==> src/rtl/writeback_queue.sv <==
`default_nettype none
// ============================================================================
//  Module      : writeback_queue
//  Description : In-order writeback queue in front of a 32-entry register
//                file. Accepts memory and ALU results (memory older on a
//                simultaneous accept), drains one write per cycle onto the
//                register file write port, and offers a combinational
//                forwarding lookup over pending and in-flight results.
//  Revision    : 1.0 - initial release
// ============================================================================
module writeback_queue #(
  parameter int DEPTH = 4,
  parameter int AW    = 2
) (
  input  logic        CLOCK_50,
  input  logic        resetIn,
  // memory unit result
  input  logic        mem_valid,
  input  logic [4:0]  mem_dest,
  input  logic [31:0] mem_data,
  output logic        mem_ready,
  // ALU result
  input  logic        alu_valid,
  input  logic [4:0]  alu_dest,
  input  logic [31:0] alu_data,
  output logic        alu_ready,
  // register file write port
  output logic [4:0]  RDadd,
  output logic [31:0] RD,
  output logic        enableLoad,
  // forwarding lookup
  input  logic [4:0]  rs_addr,
  output logic        rs_hit,
  output logic [31:0] rs_data,
  // status
  output logic        wb_idle
);

  // Count needs one extra bit so it can represent a completely full queue.
  localparam int           c_CW    = AW + 1;
  localparam logic [AW:0]  c_DEPTH = c_CW'(DEPTH);
  localparam logic [AW:0]  c_ONE   = c_CW'(1);
  localparam logic [AW:0]  c_TWO   = c_CW'(2);

  // Queue storage
  logic [4:0]       r_dest [DEPTH];
  logic [31:0]      r_data [DEPTH];
  logic [DEPTH-1:0] r_valid;

  // Pointers and occupancy
  logic [AW-1:0]    r_rd_ptr;
  logic [AW-1:0]    r_wr_ptr;
  logic [AW:0]      r_count;

  // Output stage (register file write port)
  logic [4:0]       r_out_dest;
  logic [31:0]      r_out_data;
  logic             r_out_en;

  // Handshake / datapath wires
  logic [AW:0]      w_free;
  logic             w_mem_acc;
  logic             w_alu_acc;
  logic             w_mem_push;
  logic             w_alu_push;
  logic             w_pop;
  logic [AW-1:0]    w_alu_slot;
  logic [AW-1:0]    w_wr_ptr_nxt;
  logic [AW:0]      w_count_nxt;

  // Forwarding wires
  logic             w_hit;
  logic [31:0]      w_fwd;
  logic [AW-1:0]    w_idx;

  // Free slots are based on the registered count only; a pop in the same
  // cycle does not make room for a push.
  assign w_free    = c_DEPTH - r_count;

  // The ALU result is younger, so when memory is also presenting it must
  // leave room for the memory result. Deliberately independent of mem_ready.
  assign mem_ready = ~resetIn & (w_free >= c_ONE);
  assign alu_ready = ~resetIn & (mem_valid ? (w_free >= c_TWO) : (w_free >= c_ONE));

  assign w_mem_acc = mem_valid & mem_ready;
  assign w_alu_acc = alu_valid & alu_ready;

  // Writes to r0 are architecturally discarded: accept, but do not enqueue.
  assign w_mem_push = w_mem_acc & (mem_dest != 5'd0);
  assign w_alu_push = w_alu_acc & (alu_dest != 5'd0);

  assign w_pop = (r_count != '0);

  // ALU result lands right behind the memory result if that was enqueued.
  assign w_alu_slot   = r_wr_ptr + AW'(w_mem_push);
  assign w_wr_ptr_nxt = r_wr_ptr + AW'(w_mem_push) + AW'(w_alu_push);
  assign w_count_nxt  = r_count + c_CW'(w_mem_push) + c_CW'(w_alu_push) - c_CW'(w_pop);

  // Pointer, occupancy and output-stage registers
  always_ff @(posedge CLOCK_50) begin
    if (resetIn) begin
      r_rd_ptr   <= '0;
      r_wr_ptr   <= '0;
      r_count    <= '0;
      r_out_dest <= '0;
      r_out_data <= '0;
      r_out_en   <= 1'b0;
    end else begin
      r_wr_ptr <= w_wr_ptr_nxt;
      r_count  <= w_count_nxt;
      if (w_pop) begin
        r_out_dest <= r_dest[r_rd_ptr];
        r_out_data <= r_data[r_rd_ptr];
        r_out_en   <= 1'b1;
        r_rd_ptr   <= r_rd_ptr + AW'(1);
      end else begin
        r_out_en   <= 1'b0;
      end
    end
  end

  // Entry valid bits: cleared on pop, set on push. Push and pop slots never
  // coincide because a push requires a free slot.
  always_ff @(posedge CLOCK_50) begin
    if (resetIn) begin
      r_valid <= '0;
    end else begin
      if (w_pop)      r_valid[r_rd_ptr]   <= 1'b0;
      if (w_mem_push) r_valid[r_wr_ptr]   <= 1'b1;
      if (w_alu_push) r_valid[w_alu_slot] <= 1'b1;
    end
  end

  // Entry payload storage; contents are qualified by r_valid so no reset.
  always_ff @(posedge CLOCK_50) begin
    if (w_mem_push) begin
      r_dest[r_wr_ptr] <= mem_dest;
      r_data[r_wr_ptr] <= mem_data;
    end
    if (w_alu_push) begin
      r_dest[w_alu_slot] <= alu_dest;
      r_data[w_alu_slot] <= alu_data;
    end
  end

  // Forwarding search: output stage first (oldest), then queue entries from
  // head to tail so that the youngest match overrides older ones.
  always_comb begin
    w_hit = 1'b0;
    w_fwd = '0;
    w_idx = '0;
    if (r_out_en && (r_out_dest == rs_addr)) begin
      w_hit = 1'b1;
      w_fwd = r_out_data;
    end
    for (int i = 0; i < DEPTH; i++) begin
      w_idx = r_rd_ptr + AW'(i);
      if (r_valid[w_idx] && (r_dest[w_idx] == rs_addr)) begin
        w_hit = 1'b1;
        w_fwd = r_data[w_idx];
      end
    end
    if (rs_addr == 5'd0) begin
      w_hit = 1'b0;
      w_fwd = '0;
    end
  end

  assign rs_hit     = w_hit;
  assign rs_data    = w_fwd;

  assign RDadd      = r_out_dest;
  assign RD         = r_out_data;
  assign enableLoad = r_out_en;

  assign wb_idle    = (r_count == '0) & ~r_out_en;

endmodule
`default_nettype wire

==> config.mk <==
export PLATFORM = sky130hd
export DESIGN_NAME = writeback_queue
export DESIGN_NICKNAME = d
export VERILOG_FILES = /design/src/rtl/writeback_queue.sv
export SDC_FILE = /design/constraint.sdc
export NUM_CORES = 1
export LEC_CHECK = 0
export ABC_AREA = 1
export CORE_UTILIZATION = 50
export CTS_BUF_LIST = sky130_fd_sc_hd__clkbuf_16
export CTS_CLUSTER_DIAMETER = 200
export DETAILED_ROUTE_END_ITERATION = 7
export PLACE_DENSITY = 0.72
export SLEW_MARGIN = 20
export SYNTH_ARGS = -nofsm -noshare
export SYNTH_HDL_FRONTEND = slang
export SYNTH_SLANG_ARGS = --single-unit
==> constraint.sdc <==
create_clock -name CLOCK_50 -period 14.5 [get_ports CLOCK_50]
set_input_delay 2.9 -clock CLOCK_50 [delete_from_list [all_inputs] [get_ports CLOCK_50]]
set_output_delay 2.9 -clock CLOCK_50 [all_outputs]
set_load 0.05 [all_outputs]
==> reports/metrics.cfg, run 1 <==
[status]
status = complete, no violations

[global_routing]
track_usage = 0.308
grt_pass1_wl_mm = 73.1
grt_pass1_vias = 13800
grt_max_degree = 131
grt_overflow_total = 0
antenna_found_initial = 1

[pwr]
power.internal_w = 0.00163
p_leak_nw = 7.20
power_w = 0.00350
irDropWorstVdd_mv = 0.143
p_sw_w = 0.00186
swShare = 0.533
power_density_nw_per_um2 = 209
p_clk_frac = 0.134
comb_power_share = 0.604
seqPwrFrac = 0.262

[die]
fp-row-count = 62
initial_core_util = 0.511
chipWidth_microns = 174
io_pins = 157
dieArea_sq_um = 30200
design.core.area_sq_um = 28900
die_h_microns = 174

[clock_tree]
clk_root_buffer_cell = clkbuf_16
htree_levels = 4
cts_buffers = 17
cts_tree = yes
ctsResizeCount = 0
post-cts-setup-buffers = 0
clk_path_buf_depth = 2
cts_sinks = 199
hold_buffers = 0
path_clk_slew_ns = 0.07
insertion_delay_ns = 0.45

[place]
dpl_cell_area_sq_um = 16200
hpwl_mm = 28.3
port_buffers = 156
place.gp.congestion = 0.856
dp.cells = 2599

[yosys]
synth_area_per_cell_sq_um = 6.68
yosysSeqAreaShare = 0.370
yosysTopAreaCell = edfxtp_1
postSynth.asyncResetShare = 0
synth_edf_count = 148
yosysWarnings = 0
netlist_area_sq_um = 14800
netlist-cell-type-count = 41
synthTopCellsByArea = edfxtp_1 (30%), nand2_1 (15%), o21ai_0 (13%), dfxtp_1 (6.9%), nor2_1 (6.3%)
synth.top_cell.area_share = 0.301
syn_nets = 2305
synthCells = 2209
ys.flop_type = edfxtp_1
synth-seq-cells = 199

[worst_setup_path]
critPathMaxFanout = 33
critPathArrivalTime_ns = 7.18
worst_setup_path_start_kind = primary input
reg2reg_depth = 15
required_ns = 11.60
timing.rr.start = r_count[1]
r2r_slack_ns = 9.94
r2r-end = r_data[2][13]
endpoint_kind = output port
crit_type = primary input to output port

[sta]
grt_setup_unrepaired = false
tightestPinTransition_ns = 1.16
drv_slew = 0
clock_skew_ns = 0.0173
fin_crit_sh = 0.695
slew_headroom = 0.225
setup_viol = 0
fmax_mhz = 99.2
hold_viol = 0
tns_ns = 0
period_needed_ns = 10.08

[cells_and_area]
drive_above_1_share = 0.0503
layoutNonFillerInstCount = 2633
n_fill_cell = 2689
fin_area_sq_um = 16800
register_area_sq_um = 5470
multi_input_area_sq_um = 7630
nNetsFinal = 2331
final_util = 0.581
syn2layout_area_growth_pct = 13.6

[detailed_routing]
ant_nets = 0
drtIter0Drc = 1881
drt_wl_total_mm = 47.0
vias = 15100
first_pass_iters = 8
vias_per_cell = 5.75
detail_route.wl_per_cell_microns = 17.8
drc_errors = 0

[flow_run]
maxCapViolations = 0

[min_path]
hold_class = register to register
hp-start = RD[30]
min_to = RD[30]
hold_path_depth = 2

## placed cells by master (no fill, tap or decap), types with 6 or more instances in the layout
cell / synthesis / routed
a21oi_2: 33 / 33
o22ai_1: 33 / 33
nand3_2: 3 / 7
buf_4: 3 / 16
a31oi_1: 31 / 31
nand3_1: 94 / 89
clkdlybuf4s50_1: 0 / 156
o211ai_1: 32 / 32
clkbuf_16: 0 / 17
o21ai_1: 23 / 23
o21ai_0: 369 / 365
nand4_1: 35 / 35
inv_6: 2 / 7
dfxtp_1: 51 / 47
ha_1: 11 / 11
a21oi_1: 76 / 76
edfxtp_1: 148 / 148
inv_1: 226 / 226
nor2_1: 247 / 247
nand2_1: 591 / 591
xor2_1: 6 / 6
## final cells by class
cell class	instances	area share
diodes	1	0.000149
clock buffers	17	0.0254
clock inverters	15	0.00814
inverters	234	0.0532
multi-input cells	1609	0.455
flip-flops and latches	199	0.327
well taps	384	0.0287
repair buffers	174	0.103
## metal layers
layer  vias to the layer above  track usage  share of wire  wire length (microns)
li1                       7361            -              -                      -
met1                      6834        0.414           0.41                  19500
met2                       838        0.498           0.45                  21400
met3                        98       0.0577           0.11                   5130
met4                         0        0.104          0.022                   1020
met5                         -            0              0                      0
## Yosys cell counts (11+ instances only)
cell type and number:
nand2_1 591, buf_2 66, a21oi_2 33, clkbuf_1 67
nand4_1 35, buf_6 18, a21oi_1 76, o21ai_1 23
o211ai_1 32, nor2_1 247, o21ai_0 369, edfxtp_1 148
ha_1 11, inv_1 226, o22ai_1 33, nand3_1 94
a31oi_1 31, dfxtp_1 51
## worst max-delay path by stage
stage	start	end	depth (start not counted)
global placement	rs_addr[3]	rs_hit	9
finish	rs_addr[3]	rs_hit	9
global route	rs_addr[3]	rs_data[13]	11
detailed placement	rs_addr[3]	rs_hit	9
CTS	r_rd_ptr[0]	rs_data[21]	15
floorplan	rs_addr[1]	rs_data[22]	12
## kinds of logic after synthesis
| kind of cell | after synthesis | share of synthesized area |
|---|---|---|
| flops | 199 | 0.370 |
| compound gates | 602 | 0.224 |
| buf+inv | 401 | 0.119 |
| fa+ha+maj | 13 | 0.0120 |
| xor+xnor | 8 | 0.00475 |
| mux | 3 | 0.00204 |
| simple gates | 983 | 0.268 |
## through the flow
| step | hold slack [ns] | setup slack [ns] |
|---|---|---|
| 5_1_grt | 0.525 | 4.25 |
| 3_3_place_gp | 0.499 | 4.67 |
| 2_1_floorplan | 0.553 | 7.09 |
| 3_5_place_dp | 0.509 | 4.56 |
| 4_1_cts | 0.521 | 4.30 |
| 6_report | 0.513 | 4.42 |
## state kept, by name, indices dropped and copies added (netlist names), named ones only
name,cells
r_data,128
RD,32
r_dest,20
RDadd,5
r_valid,4
r_count,3
r_rd_ptr,2
r_wr_ptr,2
enableLoad,1
## power groups by stage
stage	sequential, W	combinational [W]	clock (W)
3_3_place_gp	0.000942	0.00201	0
2_1_floorplan	0.00102	0.00143	0
4_1_cts	0.000937	0.00205	0.000468
5_1_grt	0.000928	0.00231	0.000487
3_5_place_dp	0.000949	0.00205	0
6_report	0.000915	0.00211	0.000468
## critical path, cell delays in order
cell,delay (ns)
clkdlybuf4s50_1,0.63
inv_1,0.15
nand3_1,0.11
nand2_1,0.09
nor2_4,0.83
nand3_2,1.14
nand4_1,0.39
o21a_1,0.14
clkdlybuf4s50_1,0.79
No activity file was read; power rests on OpenSTA's default activity.
==> run 2: changes to the inputs <==
--- a/config.mk
+++ b/config.mk
@@ -10,7 +10,7 @@
 export CTS_BUF_LIST = sky130_fd_sc_hd__clkbuf_16
 export CTS_CLUSTER_DIAMETER = 200
 export DETAILED_ROUTE_END_ITERATION = 7
-export PLACE_DENSITY = 0.72
+export PLACE_DENSITY = 0.75
 export SLEW_MARGIN = 20
 export SYNTH_ARGS = -nofsm -noshare
 export SYNTH_HDL_FRONTEND = slang
==> constraint.sdc (replaced) <==
create_clock -name CLOCK_50 -period 8.1 [get_ports CLOCK_50]
set_input_delay 1.62 -clock CLOCK_50 [delete_from_list [all_inputs] [get_ports CLOCK_50]]
set_output_delay 1.62 -clock CLOCK_50 [all_outputs]
set_load 0.05 [all_outputs]
==> reports/metrics.cfg, run 2 (synthesis results as in run 1) <==
[status]
status = complete, no violations

[cells_and_area]
drive_above_1_share = 0.0506
largest_reg_flops = 128
top_register = r_data
final_cell_mix = nand2_1 (591), o21ai_0 (365), nor2_1 (247), inv_1 (227), clkdlybuf4s50_1 (156)
fin_area_sq_um = 16800
final_common_cell = nand2_1
final_util = 0.582
nNetsFinal = 2336
diodes = 0
syn2layout_area_growth_pct = 13.9

[global_routing]
grt_max_degree = 134
grt_pass1_vias = 13500
grt_pass1_wl_mm = 70.1
antenna_found_initial = 0
track_usage = 0.295
grt_overflow_total = 0

[pwr]
p_leak_nw = 7.22
p_clk_frac = 0.128
seqPwrFrac = 0.256
irDropWorstVdd_mv = 0.202
power_density_nw_per_um2 = 372
power.internal_w = 0.00294
swShare = 0.529
p_sw_w = 0.00330
comb_power_share = 0.616

[die]
fp-row-count = 62
io_pins = 157
die_h_microns = 174
dieArea_sq_um = 30200
initial_core_util = 0.511
design.core.area_sq_um = 28900
chipWidth_microns = 174

[min_path]
hold_class = register to register

[sta]
fin_ws_ns = 1.36
period_needed_ns = 6.74
drv_slew = 0
fmax_mhz = 148
fin_crit_sh = 0.832
tns_ns = 0
setup_viol = 0
slew_headroom = 0.308
grt_setup_unrepaired = false
whs_ns = 0.529
hold_viol = 0
tightestPinTransition_ns = 1.03
clock_skew_ns = 0.0152

[clock_tree]
post-cts-setup-buffers = 0
clk_path_buf_depth = 2
cts_tree = yes
path_clk_slew_ns = 0.08
clk_root_buffer_cell = clkbuf_16
hold_buffers = 0
cts_sinks = 199
ctsResizeCount = 0
insertion_delay_ns = 0.44
cts_buffers = 17
htree_levels = 4

[detailed_routing]
first_pass_iters = 6
vias_per_cell = 5.67
ant_nets = 0
drc_errors = 0
vias = 14900
drtIter0Drc = 1676
detail_route.wl_per_cell_microns = 16.9
drt_wl_total_mm = 44.6

[worst_setup_path]
r2r_slack_ns = 3.45
critPathMaxFanout = 33
critPathLaunch = rs_addr[1]
critPathArrivalTime_ns = 5.12
required_ns = 6.48
r2r-end = r_data[2][14]
endpoint_kind = output port
reg2reg_depth = 14
worst_setup_path_start_kind = primary input
crit_type = primary input to output port
cp-endpoint = rs_data[1]
timing.rr.start = r_count[0]

[place]
place.gp.congestion = 0.876
hpwl_mm = 26.6
port_buffers = 156
place_ws_ns = 1.48
dpl_cell_area_sq_um = 16200

[flow_run]
maxCapViolations = 0

run 2: cell count changes in the layout (fill, tap and decap cells not counted), sizes merged:
cell      delta
diode        -1
clkinv       -2
buf          +5
clkinvlp     +2
run 2: worst min path at each step:
| stage | startpoint | endpoint | slack [ns] | cells past startpoint |
|---|---|---|---|---|
| 2_1_floorplan | r_data[1][0] | RD[0] | 0.55 | 2 |
| 3_3_place_gp | RD[30] | RD[30] | 0.51 | 2 |
| 3_5_place_dp | RD[30] | RD[30] | 0.51 | 2 |
| 4_1_cts | RD[30] | RD[30] | 0.52 | 2 |
| 5_1_grt | RD[30] | RD[30] | 0.56 | 2 |
| 6_report | RD[30] | RD[30] | 0.53 | 2 |
run 2: power by group through the flow:
stage	logic (W)	clock network, W	registers, W
after floorplan	0.00255	0	0.00183
after global placement	0.00369	0	0.00161
after detailed placement	0.00375	0	0.00161
after CTS	0.00377	0.000799	0.00159
after global routing	0.00421	0.000843	0.00162
final	0.00385	0.000802	0.00160
run 2: worst max-delay path, stage by stage:
cell and delay (ns):
clkdlybuf4s50_1 0.64, inv_1 0.16, nand2_1 0.08, o21ai_0 0.07, a21oi_1 0.16, nand3_2 0.77
nor2_1 0.32, nand2_1 0.09, nand3_1 0.12, nand2_1 0.07, a21oi_2 0.17, clkdlybuf4s50_1 0.82
run 2: metal layers:
layer | wire (microns) | GRT usage | vias up
met5 | 0 | 0 | -
met4 | 1060 | 0.117 | 0
met3 | 4330 | 0.0454 | 90
met2 | 21000 | 0.497 | 785
met1 | 18200 | 0.378 | 6687
li1 | - | - | 7379
run 2: area by class of cell:
| type | count | area [sq um] |
|---|---|---|
| fillers | 2679 | 12100 |
| clock inverters | 15 | 103 |
| multi-input cells | 1609 | 7650 |
| clock buffers | 17 | 425 |
| repair buffers | 179 | 1780 |
| inverters | 234 | 892 |
| well taps | 384 | 480 |
| flip-flops and latches | 199 | 5470 |
run 2: per-stage QoR:
stage	std cells	power, W
2_1_floorplan	2209	0.00438
3_3_place_gp	2603	0.00529
3_5_place_dp	2603	0.00537
4_1_cts	2635	0.00616
5_1_grt	2637	0.00668
6_report	2637	0.00624
